==> src/rtl/hazard_if.sv <==
// Pipeline <-> hazard unit signal bundle: stage register indices and controls in,
// stall/flush/forward controls out.
interface hazard_if;
    logic       PCSrc_E;
    logic       ResultSrc_E_lsb;
    logic       RegWrite_M;
    logic       RegWrite_W;
    logic [4:0] Rs1_D;
    logic [4:0] Rs2_D;
    logic [4:0] Rs1_E;
    logic [4:0] Rs2_E;
    logic [4:0] Rd_E;
    logic [4:0] Rd_M;
    logic [4:0] Rd_W;
    logic       Stall_F;
    logic       Stall_D;
    logic       Flush_D;
    logic       Flush_E;
    logic [1:0] ForwardA_E;
    logic [1:0] ForwardB_E;

    modport master (
        output PCSrc_E, ResultSrc_E_lsb, RegWrite_M, RegWrite_W,
        output Rs1_D, Rs2_D, Rs1_E, Rs2_E, Rd_E, Rd_M, Rd_W,
        input  Stall_F, Stall_D, Flush_D, Flush_E, ForwardA_E, ForwardB_E
    );

    modport slave (
        input  PCSrc_E, ResultSrc_E_lsb, RegWrite_M, RegWrite_W,
        input  Rs1_D, Rs2_D, Rs1_E, Rs2_E, Rd_E, Rd_M, Rd_W,
        output Stall_F, Stall_D, Flush_D, Flush_E, ForwardA_E, ForwardB_E
    );
endinterface

==> src/rtl/hazard_unit.sv <==
// Five-stage pipeline hazard unit: load-use stall, branch redirect flush, operand
// forwarding, a post-reset flush window and saturating stall/flush event counters.
module hazard_unit #(
    parameter int INIT_FLUSH_CYCLES = 2,
    parameter int CNT_WIDTH         = 16
) (
    input  logic                 clk,
    input  logic                 rst_n,
    hazard_if.slave              hz,
    input  logic                 cnt_clr,
    output logic [1:0]           hz_state,
    output logic [CNT_WIDTH-1:0] stall_cnt,
    output logic [CNT_WIDTH-1:0] flush_cnt
);
    typedef enum logic [1:0] {
        ST_INIT     = 2'b00,
        ST_RUN      = 2'b01,
        ST_STALL    = 2'b10,
        ST_REDIRECT = 2'b11
    } state_t;

    localparam int INIT_W = (INIT_FLUSH_CYCLES > 1) ? $clog2(INIT_FLUSH_CYCLES) : 1;

    state_t               state_q, state_d;
    logic [INIT_W-1:0]    init_cnt_q, init_cnt_d;
    logic [CNT_WIDTH-1:0] stall_cnt_q, flush_cnt_q;
    logic                 lw_stall;
    logic                 init_last;
    logic                 stall_f, stall_d, flush_d, flush_e;
    logic [1:0]           fwd_a, fwd_b;

    function automatic logic [1:0] fwd_sel(input logic [4:0] rs,
                                           input logic       wr_m, input logic [4:0] rd_m,
                                           input logic       wr_w, input logic [4:0] rd_w);
        if (wr_m && (rd_m != 5'd0) && (rd_m == rs))
            return 2'b10;
        else if (wr_w && (rd_w != 5'd0) && (rd_w == rs))
            return 2'b01;
        else
            return 2'b00;
    endfunction

    assign lw_stall = hz.ResultSrc_E_lsb && (hz.Rd_E != 5'd0) &&
                      ((hz.Rd_E == hz.Rs1_D) || (hz.Rd_E == hz.Rs2_D));

    assign init_last = (int'(init_cnt_q) + 1) >= INIT_FLUSH_CYCLES;

    always_comb begin
        state_d    = state_q;
        init_cnt_d = init_cnt_q;
        stall_f    = 1'b0;
        stall_d    = 1'b0;
        flush_d    = 1'b0;
        flush_e    = 1'b0;
        fwd_a      = 2'b00;
        fwd_b      = 2'b00;
        if (state_q == ST_INIT) begin
            // Hold the PC but bubble both front registers so garbage never retires.
            stall_f = 1'b1;
            flush_d = 1'b1;
            flush_e = 1'b1;
            if (init_last) begin
                state_d    = ST_RUN;
                init_cnt_d = '0;
            end else begin
                init_cnt_d = init_cnt_q + 1'b1;
            end
        end else begin
            flush_d = hz.PCSrc_E;
            flush_e = hz.PCSrc_E | lw_stall;
            stall_f = lw_stall & ~hz.PCSrc_E;
            stall_d = lw_stall & ~hz.PCSrc_E;
            fwd_a   = fwd_sel(hz.Rs1_E, hz.RegWrite_M, hz.Rd_M, hz.RegWrite_W, hz.Rd_W);
            fwd_b   = fwd_sel(hz.Rs2_E, hz.RegWrite_M, hz.Rd_M, hz.RegWrite_W, hz.Rd_W);
            if (hz.PCSrc_E)
                state_d = ST_REDIRECT;
            else if (lw_stall)
                state_d = ST_STALL;
            else
                state_d = ST_RUN;
        end
    end

    always_ff @(posedge clk or negedge rst_n) begin
        if (!rst_n) begin
            state_q    <= ST_INIT;
            init_cnt_q <= '0;
        end else begin
            state_q    <= state_d;
            init_cnt_q <= init_cnt_d;
        end
    end

    // Clear wins over a same-cycle event; counts stick at all-ones.
    always_ff @(posedge clk or negedge rst_n) begin
        if (!rst_n) begin
            stall_cnt_q <= '0;
            flush_cnt_q <= '0;
        end else if (cnt_clr) begin
            stall_cnt_q <= '0;
            flush_cnt_q <= '0;
        end else begin
            if ((state_q != ST_INIT) && stall_d && (stall_cnt_q != '1))
                stall_cnt_q <= stall_cnt_q + 1'b1;
            if ((state_q != ST_INIT) && flush_d && (flush_cnt_q != '1))
                flush_cnt_q <= flush_cnt_q + 1'b1;
        end
    end

    assign hz.Stall_F    = stall_f;
    assign hz.Stall_D    = stall_d;
    assign hz.Flush_D    = flush_d;
    assign hz.Flush_E    = flush_e;
    assign hz.ForwardA_E = fwd_a;
    assign hz.ForwardB_E = fwd_b;
    assign hz_state      = state_q;
    assign stall_cnt     = stall_cnt_q;
    assign flush_cnt     = flush_cnt_q;
endmodule

==> src/flat_wrapper.sv <==
// flat-port wrapper written by rule: the top's interface ports become plain ports
module hazard_unit_flat 
#(
    parameter int INIT_FLUSH_CYCLES = 2,
    parameter int CNT_WIDTH         = 16
)
  (clk, rst_n, cnt_clr, hz_state, stall_cnt, flush_cnt, hz_PCSrc_E, hz_ResultSrc_E_lsb, hz_RegWrite_M, hz_RegWrite_W, hz_Rs1_D, hz_Rs2_D, hz_Rs1_E, hz_Rs2_E, hz_Rd_E, hz_Rd_M, hz_Rd_W, hz_Stall_F, hz_Stall_D, hz_Flush_D, hz_Flush_E, hz_ForwardA_E, hz_ForwardB_E);
  hazard_if hz_i ();
  input  logic clk;
  input  logic rst_n;
  input  logic cnt_clr;
  output logic [1:0] hz_state;
  output logic [CNT_WIDTH-1:0] stall_cnt;
  output logic [CNT_WIDTH-1:0] flush_cnt;
  input wire logic [$bits(hz_i.PCSrc_E)-1:0] hz_PCSrc_E;
  input wire logic [$bits(hz_i.ResultSrc_E_lsb)-1:0] hz_ResultSrc_E_lsb;
  input wire logic [$bits(hz_i.RegWrite_M)-1:0] hz_RegWrite_M;
  input wire logic [$bits(hz_i.RegWrite_W)-1:0] hz_RegWrite_W;
  input wire logic [$bits(hz_i.Rs1_D)-1:0] hz_Rs1_D;
  input wire logic [$bits(hz_i.Rs2_D)-1:0] hz_Rs2_D;
  input wire logic [$bits(hz_i.Rs1_E)-1:0] hz_Rs1_E;
  input wire logic [$bits(hz_i.Rs2_E)-1:0] hz_Rs2_E;
  input wire logic [$bits(hz_i.Rd_E)-1:0] hz_Rd_E;
  input wire logic [$bits(hz_i.Rd_M)-1:0] hz_Rd_M;
  input wire logic [$bits(hz_i.Rd_W)-1:0] hz_Rd_W;
  output wire logic [$bits(hz_i.Stall_F)-1:0] hz_Stall_F;
  output wire logic [$bits(hz_i.Stall_D)-1:0] hz_Stall_D;
  output wire logic [$bits(hz_i.Flush_D)-1:0] hz_Flush_D;
  output wire logic [$bits(hz_i.Flush_E)-1:0] hz_Flush_E;
  output wire logic [$bits(hz_i.ForwardA_E)-1:0] hz_ForwardA_E;
  output wire logic [$bits(hz_i.ForwardB_E)-1:0] hz_ForwardB_E;
  assign hz_i.PCSrc_E = hz_PCSrc_E;
  assign hz_i.ResultSrc_E_lsb = hz_ResultSrc_E_lsb;
  assign hz_i.RegWrite_M = hz_RegWrite_M;
  assign hz_i.RegWrite_W = hz_RegWrite_W;
  assign hz_i.Rs1_D = hz_Rs1_D;
  assign hz_i.Rs2_D = hz_Rs2_D;
  assign hz_i.Rs1_E = hz_Rs1_E;
  assign hz_i.Rs2_E = hz_Rs2_E;
  assign hz_i.Rd_E = hz_Rd_E;
  assign hz_i.Rd_M = hz_Rd_M;
  assign hz_i.Rd_W = hz_Rd_W;
  assign hz_Stall_F = hz_i.Stall_F;
  assign hz_Stall_D = hz_i.Stall_D;
  assign hz_Flush_D = hz_i.Flush_D;
  assign hz_Flush_E = hz_i.Flush_E;
  assign hz_ForwardA_E = hz_i.ForwardA_E;
  assign hz_ForwardB_E = hz_i.ForwardB_E;
  hazard_unit #(.INIT_FLUSH_CYCLES(INIT_FLUSH_CYCLES), .CNT_WIDTH(CNT_WIDTH)) u_core (.clk(clk), .rst_n(rst_n), .hz(hz_i), .cnt_clr(cnt_clr), .hz_state(hz_state), .stall_cnt(stall_cnt), .flush_cnt(flush_cnt));
endmodule
==> config.mk <==
export PLATFORM = sky130hd
export DESIGN_NAME = hazard_unit_flat
export DESIGN_NICKNAME = d
export VERILOG_FILES = /design/src/rtl/hazard_if.sv /design/src/rtl/hazard_unit.sv /design/src/flat_wrapper.sv
export SDC_FILE = /design/constraint.sdc
export NUM_CORES = 1
export LEC_CHECK = 0
export ABC_AREA = 1
export CELL_PAD_IN_SITES_DETAIL_PLACEMENT = 1
export CELL_PAD_IN_SITES_GLOBAL_PLACEMENT = 2
export CORE_ASPECT_RATIO = 2
export CORE_MARGIN = 1.5
export CORE_UTILIZATION = 23
export DETAILED_ROUTE_END_ITERATION = 10
export PLACE_DENSITY_LB_ADDON = 0.12
export SLEW_MARGIN = 20
export SYNTH_ARGS = -nofsm -noshare
export SYNTH_HDL_FRONTEND = slang
export SYNTH_SLANG_ARGS = --single-unit
==> constraint.sdc <==
create_clock -name clk -period 1.7 [get_ports clk]
set_input_delay 0.17 -clock clk [delete_from_list [all_inputs] [get_ports clk]]
set_output_delay 0.17 -clock clk [all_outputs]
set_load 0.01 [all_outputs]
=== Word level (Yosys, flattened, before mapping) ===
Cells that the tools add are included.

* Flip-flop bits (word level): 35
* Input bits: 42
* Output and inout port bits: 42
* Logic and storage cells: 60

* Add/subtract/negate cells: 4
* $lt $le $gt $ge: 1
* Equality and inequality tests: 9
* Mux-type cells: 19
* Bitwise operators: 3
* Reductions and logical operators: 20

{| class="wikitable"
|+ Operators by type and width
! kind !! number
|-
| $mux 16 || 4
|-
| $add 16x1->16 const B || 2
|-
| $ge 32x3->1 const B || 1
|-
| $ne 16x16->1 const B || 2
|-
| $eq 5x5->1 || 6
|-
| $mux 2 || 8
|-
| $reduce_bool 5->1 || 3
|-
| $logic_and 1x1->1 || 12
|-
| $mux 1 || 7
|-
| $reduce_bool 2->1 || 3
|-
| $add 1x1->2 const B || 1
|-
| $logic_not 2->1 || 1
|-
| $ne 2x1->1 const B || 1
|-
| $add 1x1->1 const B || 1
|-
| $and 1x1->1 || 1
|-
| $logic_or 1x1->1 || 1
|-
| $not 1->1 || 1
|-
| $or 1x1->1 || 1
|}

=== Logic depth before layout (Yosys ltp) ===
Gate-level depths: netlist of the first run.

* Word-level depth: 9
* Depth in mapped cells: 11

=== Worst setup path before layout of the first run ===
Ideal clock, no wire load.

* Path kind: reg-to-reg
* From: register u_core.flush_cnt_q[0], in the netlist u_core.flush_cnt[0]
* To: register u_core.flush_cnt_q[11], in the netlist u_core.flush_cnt[11]
* Arrival: 1.568 ns
* Required time: 1.583 ns
* Setup slack: 0.015 ns
* Stages on the path, launching flop included: 10
* Path buffers: 1
* Clock period less this slack: 1.685 ns
* Path through: dfrtp_1 > ha_1 > nand2_1 > nor2_4 > nand3b_4 > o21ai_4 > nand2_4 > buf_6 > nand2_1 > nand2_1

* Cells in the longest elaborated chain, start to end: 3
* Elaborated cells between the ends (all ways): 6
* Those cells by class: 1 x add/sub; 1 x eq/ne; 2 x mux; 2 x reduce/logical

{| class="wikitable"
|+ RTL lines
! element !! line !! text
|-
| start, declared || hazard_unit.sv:26 || <nowiki>logic [CNT_WIDTH-1:0] stall_cnt_q, flush_cnt_q;</nowiki>
|-
| start signal, assigned || hazard_unit.sv:106 || <nowiki>flush_cnt_q <= flush_cnt_q + 1'b1;</nowiki>
|-
| $add 16x1->16 or $ne 16x16->1 (tied branches) || hazard_unit.sv:106, hazard_unit.sv:105 ||
|-
| $mux 16 or $logic_and 1x1->1 (tied branches) || hazard_unit.sv:105 || <nowiki>if ((state_q != ST_INIT) && flush_d && (flush_cnt_q != '1))</nowiki>
|-
| $mux 16 or $reduce_bool 2->1 (tied branches) || n/a ||
|}

Parallel ways exist; a longest one is shown, timed or not. The select of a mux whose other input is x is not followed.
A chain may end at the register's enable or synchronous reset.

=== Worst setup path after layout of the first run ===
* From: register u_core.stall_cnt_q[1], in the netlist u_core.stall_cnt[1]
* To: register u_core.stall_cnt_q[6], in the netlist u_core.stall_cnt[6]

* Cells in the longest elaborated chain, start to end: 3
* Elaborated cells between the ends (all ways): 6
* Those cells by class: 1 x add/sub; 1 x eq/ne; 2 x mux; 2 x reduce/logical

{| class="wikitable"
|+ RTL lines
! element !! line !! text
|-
| start, declared || hazard_unit.sv:26 ||
|-
| start signal, assigned || hazard_unit.sv:104 || <nowiki>stall_cnt_q <= stall_cnt_q + 1'b1;</nowiki>
|-
| $add 16x1->16 or $ne 16x16->1 (tied branches) || hazard_unit.sv:104, hazard_unit.sv:103 ||
|-
| $mux 16 or $logic_and 1x1->1 (tied branches) || hazard_unit.sv:103 || <nowiki>if ((state_q != ST_INIT) && stall_d && (stall_cnt_q != '1))</nowiki>
|-
| $mux 16 or $reduce_bool 2->1 (tied branches) || n/a ||
|}

Parallel ways exist; a longest one is shown, timed or not. The select of a mux whose other input is x is not followed.

==> out/metrics.cfg, run 1 <==
[yosys]
syn_nets = 442
ys_async_sr_fraction_pct = 100.0
synth_top_area_share_pct = 31.75
synth_area_leaders = dfrtp_1 (32%), nand2_1 (15%), nor2_1 (7.5%)
avgSynthCellArea_um2 = 6.932
synth_common_cells = nand2_1 (113), nor2_1 (55), inv_1 (44), dfrtp_1 (35), nand3_1 (35)
synth_edf_count = 0
synthMostInstantiatedCell = nand2_1
yosys.area.top_type = dfrtp_1
syn_inst = 398
yosys_warnings = 0
ys.flop_type = dfrtp_1
ys_seq_area_share_pct = 31.75
ys_ff_latch = 35
syn_area_mm2 = 0.002759
yosysUniqueCellTypes = 37

[timing]
slew_viol_final = 0
fin_crit_sh_pct = 96.39
rsz0062_at_grt = true
max_freq_mhz = 610.3
maxSlewHeadroom_pct = 64.40
setup-violations-final = 0
holdWs_ns = 0.4572
finalHoldViolCount = 0
tightest_slew_ns = 0.5341
fin_skew_ns = 0.006779
fin_crit_ns = 1.639
setup_slack_ns = 0.06140

[clocking]
clkSinkCount = 35
clk_latency_ns = 0.29
cts_htree_levels = 2
ctsRootBufferMaster = clkbuf_16
path_clk_slew_ns = 0.06
clockBufferDepth = 2
cts_tree = built
numCtsBuffers = 5

[pwr]
seqPwrFrac_pct = 37.8
power_density_mw_per_mm2 = 516.3
leakagePower_nw = 2.284
p_clk_share_pct = 39.2
swShare_pct = 29.01
p_sw_mw = 0.6855
comb_power_share_pct = 23.0
p_int_mw = 1.677
ir_worst_vdd_uv = 510.3

[floorplanning]
ios = 84
die_w_um = 80.45
dieArea_mm2 = 0.01270
num_rows = 56
die_h_um = 157.9
initial_core_util_pct = 23.58
core_mm2 = 0.01170

[placement]
globalplace.congestion = 0.8289
dpl.hpwl_um = 8451
place_ws_ns = -0.6160
port_buffers = 83

[worst_setup_path]
critical_path_required_ns = 1.92
cp.arrival_ns = 1.86
critPathMaxFanout = 8
crit_path_end_kind = flop
start_kind = flop
critPathKind = flop to flop

[routing]
drt_iter0_drc = 42
vias = 3171
ant_nets = 0
drt_first_pass_iters = 4
drt_wl_total_um = 11210
drc = 0
wire_per_inst_um = 16.19
via_per_inst = 4.582

[cells_and_area]
fillerInstances = 1446
area_growth_syn_to_layout_pct = 65.90
nets = 590
antenna_cells = 0
drive_above_1_share_pct = 25.05

[worst_hold_path]
hold_class = input pin to async pin

[flow_run]
maxCapViolations = 0

[outcome]
status = finished, final reports clean

[global_routing]
track_usage_pct = 18.20
grt-ovfl-total = 0
grt_pass1_vias = 3487
grt_pass1_wl_um = 17170
grt_max_degree = 36
antenna_found_initial = 0

[cell families after synthesis]
logic type                 Yosys count  share of synthesized area (%)
and+or+nand+nor                    241                          39.64
buffers and inverters               55                          9.297
xor gates and xnor gates            36                          11.43
DFF                                 35                          31.75
AOI/OAI and AO/OA                   29                          6.984
adders and majority gates            2                         0.9069
[worst max-delay path, cell delays in order, from the launching register on]
cell	delay, ns
dfrtp_1	0.39
ha_4	0.17
nand2_4	0.07
nor2_4	0.12
nand3_2	0.10
nor2_4	0.15
nand2_2	0.08
nand4_4	0.16
clkbuf_16	0.18
nand3_1	0.06
nand2_1	0.08
[what timing repair did]
| item | CTS | global route |
|---|---|---|
| pin swaps | 14 | 25 |
| hold endpoints to repair | 35 | 0 |
| setup endpoints to repair | 37 | 38 |
| gates cloned | 1 | 1 |
| gates resized for setup | 64 | 54 |
| hold buffers | 1 | 0 |
| setup buffers | 3 | 3 |
[power groups by stage]
stage,clock network (mW),logic [mW],registers [mW]
6_report,0.926,0.545,0.892
5_1_grt,0.977,0.601,0.897
4_1_cts,0.959,0.527,0.886
3_5_place_dp,0,0.517,0.900
3_3_place_gp,0,0.512,0.897
2_1_floorplan,0,0.190,0.912
[final cells by class]
cell class / count / area, um^2 / share of cell area [%]
clock inverter: 1 / 5.005 / 0.1093
clock buffer: 7 / 132.6 / 2.898
timing repair buffer: 149 / 1379 / 30.13
inverter: 46 / 180.2 / 3.937
multi-input combinational: 309 / 1823 / 39.83
tap: 145 / 181.4 / 3.964
sequential: 35 / 875.8 / 19.14
[per-layer routing]
metal	GRT usage [%]	part of all wire, %
met5	0	0
met2	40.50	63
met3	2.075	3.9
met1	15.25	31
met4	5.665	1.4
[cell usage in the layout (no fill, tap or decap), types with 3 or more instances in the layout]
cell | synthesis | final
a21oi_1 | 6 | 6
buf_2 | 0 | 8
buf_4 | 1 | 54
buf_6 | 2 | 8
clkbuf_16 | 0 | 6
clkdlybuf4s50_1 | 0 | 47
dfrtp_1 | 35 | 35
dlygate4sd2_1 | 0 | 14
dlymetal6s2s_1 | 0 | 14
inv_1 | 44 | 42
nand2_1 | 113 | 99
nand2_2 | 2 | 13
nand2_4 | 2 | 6
nand3_1 | 35 | 32
nand3_2 | 2 | 5
nand4_1 | 10 | 10
nor2_1 | 55 | 50
nor2_2 | 3 | 4
nor2_4 | 1 | 5
nor3_1 | 6 | 4
nor3b_1 | 3 | 3
o21ai_0 | 10 | 7
o21ai_1 | 0 | 3
o21ai_2 | 6 | 6
xnor2_1 | 14 | 11
xnor2_2 | 0 | 3
xor2_1 | 22 | 22
[metrics by stage]
| step | setup TNS (ns) | power (mW) | instance area, um^2 | std cells | util (%) |
|---|---|---|---|---|---|
| after floorplan | 0 | 1.102 | 2759 | 398 | - |
| after global placement | -6.035 | 1.409 | 4135 | 675 | 35.34 |
| after detailed placement | -7.354 | 1.417 | 4135 | 675 | 35.34 |
| after CTS | -0.01998 | 2.372 | 4352 | 688 | 37.19 |
| after global routing | -0.4489 | 2.475 | 4577 | 692 | 39.11 |
| final | 0 | 2.363 | 4577 | 692 | 39.11 |
[sequential cells by signal, indices dropped and copies added (netlist names)]
register,count
u_core.init_cnt_q,1
u_core.hz_state,2
u_core.flush_cnt,16
u_core.stall_cnt,16
[final timing paths]
path	slack [ns]	cells past startpoint	startpoint	end
max	0.06	10	u_core.stall_cnt[1]$_DFFE_PN0P_	u_core.stall_cnt[6]$_DFFE_PN0P_
min	0.46	3	rst_n	u_core.flush_cnt[11]$_DFFE_PN0P_
max reg2reg	0.06	10	u_core.stall_cnt[1]$_DFFE_PN0P_	u_core.stall_cnt[6]$_DFFE_PN0P_
min reg2reg	0.48	1	u_core.init_cnt_q$_DFFE_PN0P_	u_core.init_cnt_q$_DFFE_PN0P_
max in group asynchronous	0.85	3	rst_n	u_core.stall_cnt[14]$_DFFE_PN0P_
min in group clk	0.48	1	u_core.init_cnt_q$_DFFE_PN0P_	u_core.init_cnt_q$_DFFE_PN0P_
(Power assumes the default switching activity.)
==> run 2, diff against run 1 <==
- SETUP_SLACK_MARGIN: not set -> 0.15
- TNS_END_PERCENT: not set -> 5
==> out/metrics.cfg, run 2 (synthesis gave the netlist of run 1 again) <==
[global_routing]
track_usage_pct = 16.38
grt-ovfl-total = 0
grt_pass1_wl_um = 15950
grt_max_degree = 27
antenna_found_initial = 0
grt_pass1_vias = 3310

[worst_setup_path]
crit_path_top_delay_cell = clkdlybuf4s50_1
crit_buf_inv = 1
critPathMaxFanout = 7
cpLargestDelayFamily = buffers and inverters
crit_path_end_kind = output pin
critPathKind = flop to output pin
critical_path_required_ns = 1.53
cpPeakStageDelay_ns = 0.61
cp.arrival_ns = 1.41
crit_chain = clkdlybuf4s50_1
start_kind = flop

[cells_and_area]
area_growth_syn_to_layout_pct = 61.90
layout_common_cells = nand2_1 (106), buf_4 (52), nor2_1 (48)
drive_above_1_share_pct = 23.52
antenna_cells = 0
fin_util_pct = 38.17
final_cells = 685
final_common_cell = nand2_1
nets = 583

[pwr]
power_density_mw_per_mm2 = 521.3
power_mw = 2.329
ir_worst_vdd_uv = 312.5
leakagePower_nw = 2.152

[routing]
drc = 0
wire_per_inst_um = 14.53
drt_wl_total_um = 9952
ant_nets = 0
vias = 3102
via_per_inst = 4.528
drt_iter0_drc = 50
drt_first_pass_iters = 3

[timing]
max_freq_mhz = 631.8
maxSlewHeadroom_pct = 75.80
fin_skew_ns = 0.005620
holdWs_ns = 0.3240
setup_slack_ns = 0.1171
rsz0062_at_grt = true
tightest_slew_ns = 0.3630
fin_crit_ns = 1.583
slew_viol_final = 0
fin_crit_sh_pct = 93.11
finalHoldViolCount = 0
setup-violations-final = 0

[worst_hold_path]
hold_class = input pin to async pin

[clocking]
cts_htree_levels = 2
path_clk_slew_ns = 0.06
ctsRootBufferMaster = clkbuf_16
cts_tree = built
clockBufferDepth = 2
clk_latency_ns = 0.29
clkSinkCount = 35
numCtsBuffers = 5

[placement]
dpl.cell_count = 669
place_ws_ns = -0.5287
dpl.hpwl_um = 7581
globalplace.congestion = 0.7524
port_buffers = 83

[flow_run]
maxCapViolations = 0

[floorplanning]
core_mm2 = 0.01170
dieArea_mm2 = 0.01270
ios = 84
initial_core_util_pct = 23.58
die_w_um = 80.45
die_h_um = 157.9
num_rows = 56

[outcome]
status = finished, final reports clean

[run 2: changes by cell type in the layout (fill, tap and decap cells not counted), moves of 3 or more]
cell	delta
nand2_2	-6
dlygate4sd2_1	+10
nand2_1	+7
nand2_4	-3
buf_6	-3
dlymetal6s2s_1	-8
[run 2: path summary, 6_finish.rpt]
check | end | cells past startpoint | slack [ns] | from
min | u_core.flush_cnt[3]$_DFFE_PN0P_ | 2 | 0.32 | rst_n
min reg2reg | u_core.init_cnt_q$_DFFE_PN0P_ | 1 | 0.48 | u_core.init_cnt_q$_DFFE_PN0P_
max reg2reg | u_core.flush_cnt[9]$_DFFE_PN0P_ | 9 | 0.13 | u_core.flush_cnt[1]$_DFFE_PN0P_
min in group clk | u_core.init_cnt_q$_DFFE_PN0P_ | 1 | 0.48 | u_core.init_cnt_q$_DFFE_PN0P_
max | stall_cnt[10] | 1 | 0.12 | u_core.stall_cnt[10]$_DFFE_PN0P_
max in group asynchronous | u_core.stall_cnt[3]$_DFFE_PN0P_ | 3 | 0.88 | rst_n
[run 2: final cells by class]
cell class | instances | area, um^2
Fill cell | 1429 | 7234
Clock buffer | 7 | 132.6
Sequential cell | 35 | 877.1
Multi-Input combinational cell | 308 | 1821
Tap cell | 145 | 181.4
Timing Repair Buffer | 143 | 1272
Inverter | 46 | 177.7
Clock inverter | 1 | 5.005
[run 2: metrics by stage]
step	cell area, um^2	setup TNS [ns]
detailed placement	4113	-5.983
floorplan	2769	0
CTS	4292	0
global route	4467	0
finish	4467	0
global placement	4113	-4.872
[run 2: repair_timing]
action / CTS / global route
buffers inserted: 1 / 6
endpoints found under the setup margin: 36 / 47
resized for setup: 75 / 32
hold buffers: 1 / 0
hold endpoints to repair: 11 / 0
pin swaps: 17 / 25
[run 2: layer usage]
metal | wire length (um) | global-route usage [%] | up-vias | part of all wire [%]
met3 | 423 | 1.671 | 9 | 4.3
met5 | 0 | 0 | - | 0
met2 | 5596 | 32.65 | 58 | 56
li1 | - | - | 1544 | -
met1 | 3781 | 16.88 | 1491 | 38
met4 | 149 | 5.911 | 0 | 1.5
[run 2: where the power goes]
group          internal, mW  total (mW)  switching (mW)  leakage [nW]
clock                 0.543       0.915           0.373        0.0679
combinational         0.260       0.523           0.263          1.61
sequential            0.863       0.890          0.0269         0.474
==> run 3, diff against run 2 <==
==> constraint.sdc (replaced) <==
create_clock -name clk -period 1.7 [get_ports clk]
set_input_delay 0.34 -clock clk [delete_from_list [all_inputs] [get_ports clk]]
set_output_delay 0.34 -clock clk [all_outputs]
set_load 0.01 [all_outputs]
==> out/metrics.cfg, run 3 (synthesis gave the netlist of run 1 again) <==
[cells_and_area]
antenna_cells = 0
layout_common_cells = nand2_1 (87), buf_4 (56), nor2_1 (45)
drive_above_1_share_pct = 42.49
final_common_cell = nand2_1
final_cells = 691
nets = 589
area_growth_syn_to_layout_pct = 69.89
fin_util_pct = 40.06
fillerInstances = 1457

[timing]
rsz0062_at_grt = true
slew_viol_final = 0
fin_crit_ns = 1.689
setup-violations-final = 0
fin_crit_sh_pct = 99.36
fin_skew_ns = 0.005212
max_freq_mhz = 592.0
tightest_slew_ns = 0.3065
finalHoldViolCount = 0
maxSlewHeadroom_pct = 79.57

[routing]
wire_per_inst_um = 15.07
drt_wl_total_um = 10410
ant_nets = 0
via_per_inst = 4.553
drt_iter0_drc = 39
drt_first_pass_iters = 4
drc = 0
vias = 3146

[clocking]
cts_tree = built
clk_latency_ns = 0.29
cts_htree_levels = 2
clockBufferDepth = 2
numCtsBuffers = 5
ctsRootBufferMaster = clkbuf_16
clkSinkCount = 35
path_clk_slew_ns = 0.06

[pwr]
leakagePower_nw = 2.417
seqPwrFrac_pct = 36.8
power_density_mw_per_mm2 = 517.3
comb_power_share_pct = 24.8
swShare_pct = 30.18
p_sw_mw = 0.7316
p_clk_share_pct = 38.5
ir_worst_vdd_uv = 384.9
p_int_mw = 1.693

[worst_setup_path]
rrSetupSlack_ns = 0.11
cpLargestDelayFamily = buffers and inverters
r2r_start = u_core.stall_cnt[1]$_DFFE_PN0P_
reg2regPathDepth = 10
critical_path_required_ns = 1.36
crit_buf_inv = 2
cpPeakStageDelay_ns = 0.27
crit_path_end_kind = output pin
crit_chain = dlygate4sd2_1, xor2_1, nor3_1, nand4_1, a21oi_2, buf_2
cp.arrival_ns = 1.35
critPathMaxFanout = 2
start_kind = input pin
crit_path_top_delay_cell = dlygate4sd2_1
critPathKind = input pin to output pin
reg2reg_to = u_core.stall_cnt[1]$_DFFE_PN0P_

[placement]
dpl.cell_count = 669
dpl.hpwl_um = 7582
port_buffers = 83
globalplace.congestion = 0.7938

[floorplanning]
die_w_um = 80.45
num_rows = 56
initial_core_util_pct = 23.58
ios = 84
dieArea_mm2 = 0.01270
core_mm2 = 0.01170
die_h_um = 157.9

[outcome]
status = finished, final reports clean

[global_routing]
grt-ovfl-total = 0
antenna_found_initial = 0
grt_pass1_wl_um = 16460
grt_max_degree = 36
grt_pass1_vias = 3333
track_usage_pct = 16.87

[flow_run]
maxCapViolations = 0

[worst_hold_path]
hold_class = input pin to async pin

==> run 3: cell count changes in the layout (fill, tap and decap cells not counted), moves of 12 or more <==
cell | before | now
inv_1 | 43 | 31
nand2_2 | 7 | 23
clkdlybuf4s50_1 | 45 | 1
buf_2 | 8 | 24
nand2_1 | 106 | 87
inv_2 | 1 | 13
==> run 3: per-layer routing <==
metal  vias up  global-route usage, %  wire, um  share of wire [%]
met3         9                  1.902       363                3.5
met5         -                      0         0                  0
li1       1549                      -         -                  -
met4         0                  5.337       147                1.4
met2        62                  33.65      5987                 57
met1      1526                  17.57      3915                 38
==> run 3: worst register-to-register path, cell delays in order, from the launching register on <==
cell and delay (ns):
dfrtp_1 0.39, ha_4 0.16, nand2_4 0.06, nor2_4 0.15, nand3_4 0.10, nor2_4 0.13
nand2_2 0.08, nand4_4 0.13, nand2_8 0.13, nand2_2 0.10, nand2_1 0.06
==> run 3: worst max path at each step <==
stage,end,cells past startpoint,startpoint,slack (ns)
after floorplan,u_core.stall_cnt[0]$_DFFE_PN0P_,11,u_core.stall_cnt[0]$_DFFE_PN0P_,0.03
after global placement,hz_Stall_D,10,hz_Rd_E[1],-0.80
after detailed placement,hz_Stall_D,10,hz_Rd_E[1],-0.89
after CTS,hz_ForwardB_E[0],7,hz_Rs2_E[2],-0.03
after global routing,hz_ForwardA_E[0],9,hz_Rd_W[3],-0.06
final,hz_ForwardA_E[0],6,hz_Rs1_E[4],0.01
==> run 3: repair_timing <==
action                                  4_1_cts  5_1_grt
pin swaps                                    65       41
gates resized for setup                     280       69
hold buffers                                  0        0
endpoints found under the hold margin         0        0
endpoints found under the setup margin       74       44
setup buffers                                10        4
cloned                                        0        0
==> run 3: area by class of cell <==
class	instances	area (um^2)	area share, %
Multi-Input combinational cell	308	2043	43.59
Timing Repair Buffer	149	1250	26.67
Clock buffer	5	125.1	2.670
Tap cell	145	181.4	3.871
Inverter	46	185.2	3.951
Clock inverter	3	15.01	0.3203
Sequential cell	35	887.1	18.93
==> run 3: through the flow <==
| step | instance area [um^2] | hold slack, ns | setup slack (ns) | power, mW | TNS, ns |
|---|---|---|---|---|---|
| after floorplan | 2769 | 0.04441 | 0.03118 | 1.104 | 0 |
| after global placement | 4125 | 0.3222 | -0.8032 | 1.422 | -10.96 |
| after detailed placement | 4125 | 0.3288 | -0.8856 | 1.428 | -12.49 |
| after CTS | 4454 | 0.02174 | -0.02540 | 2.426 | -0.07258 |
| after global routing | 4687 | 0.01988 | -0.05841 | 2.543 | -0.1805 |
| final | 4687 | 0.01254 | 0.01093 | 2.424 | 0 |
==> run 3: power groups by stage <==
stage	registers [mW]	logic, mW	clock network (mW)
CTS	0.886	0.574	0.966
detailed placement	0.899	0.529	0
global placement	0.898	0.524	0
global route	0.895	0.655	0.994
floorplan	0.912	0.192	0
finish	0.891	0.600	0.933
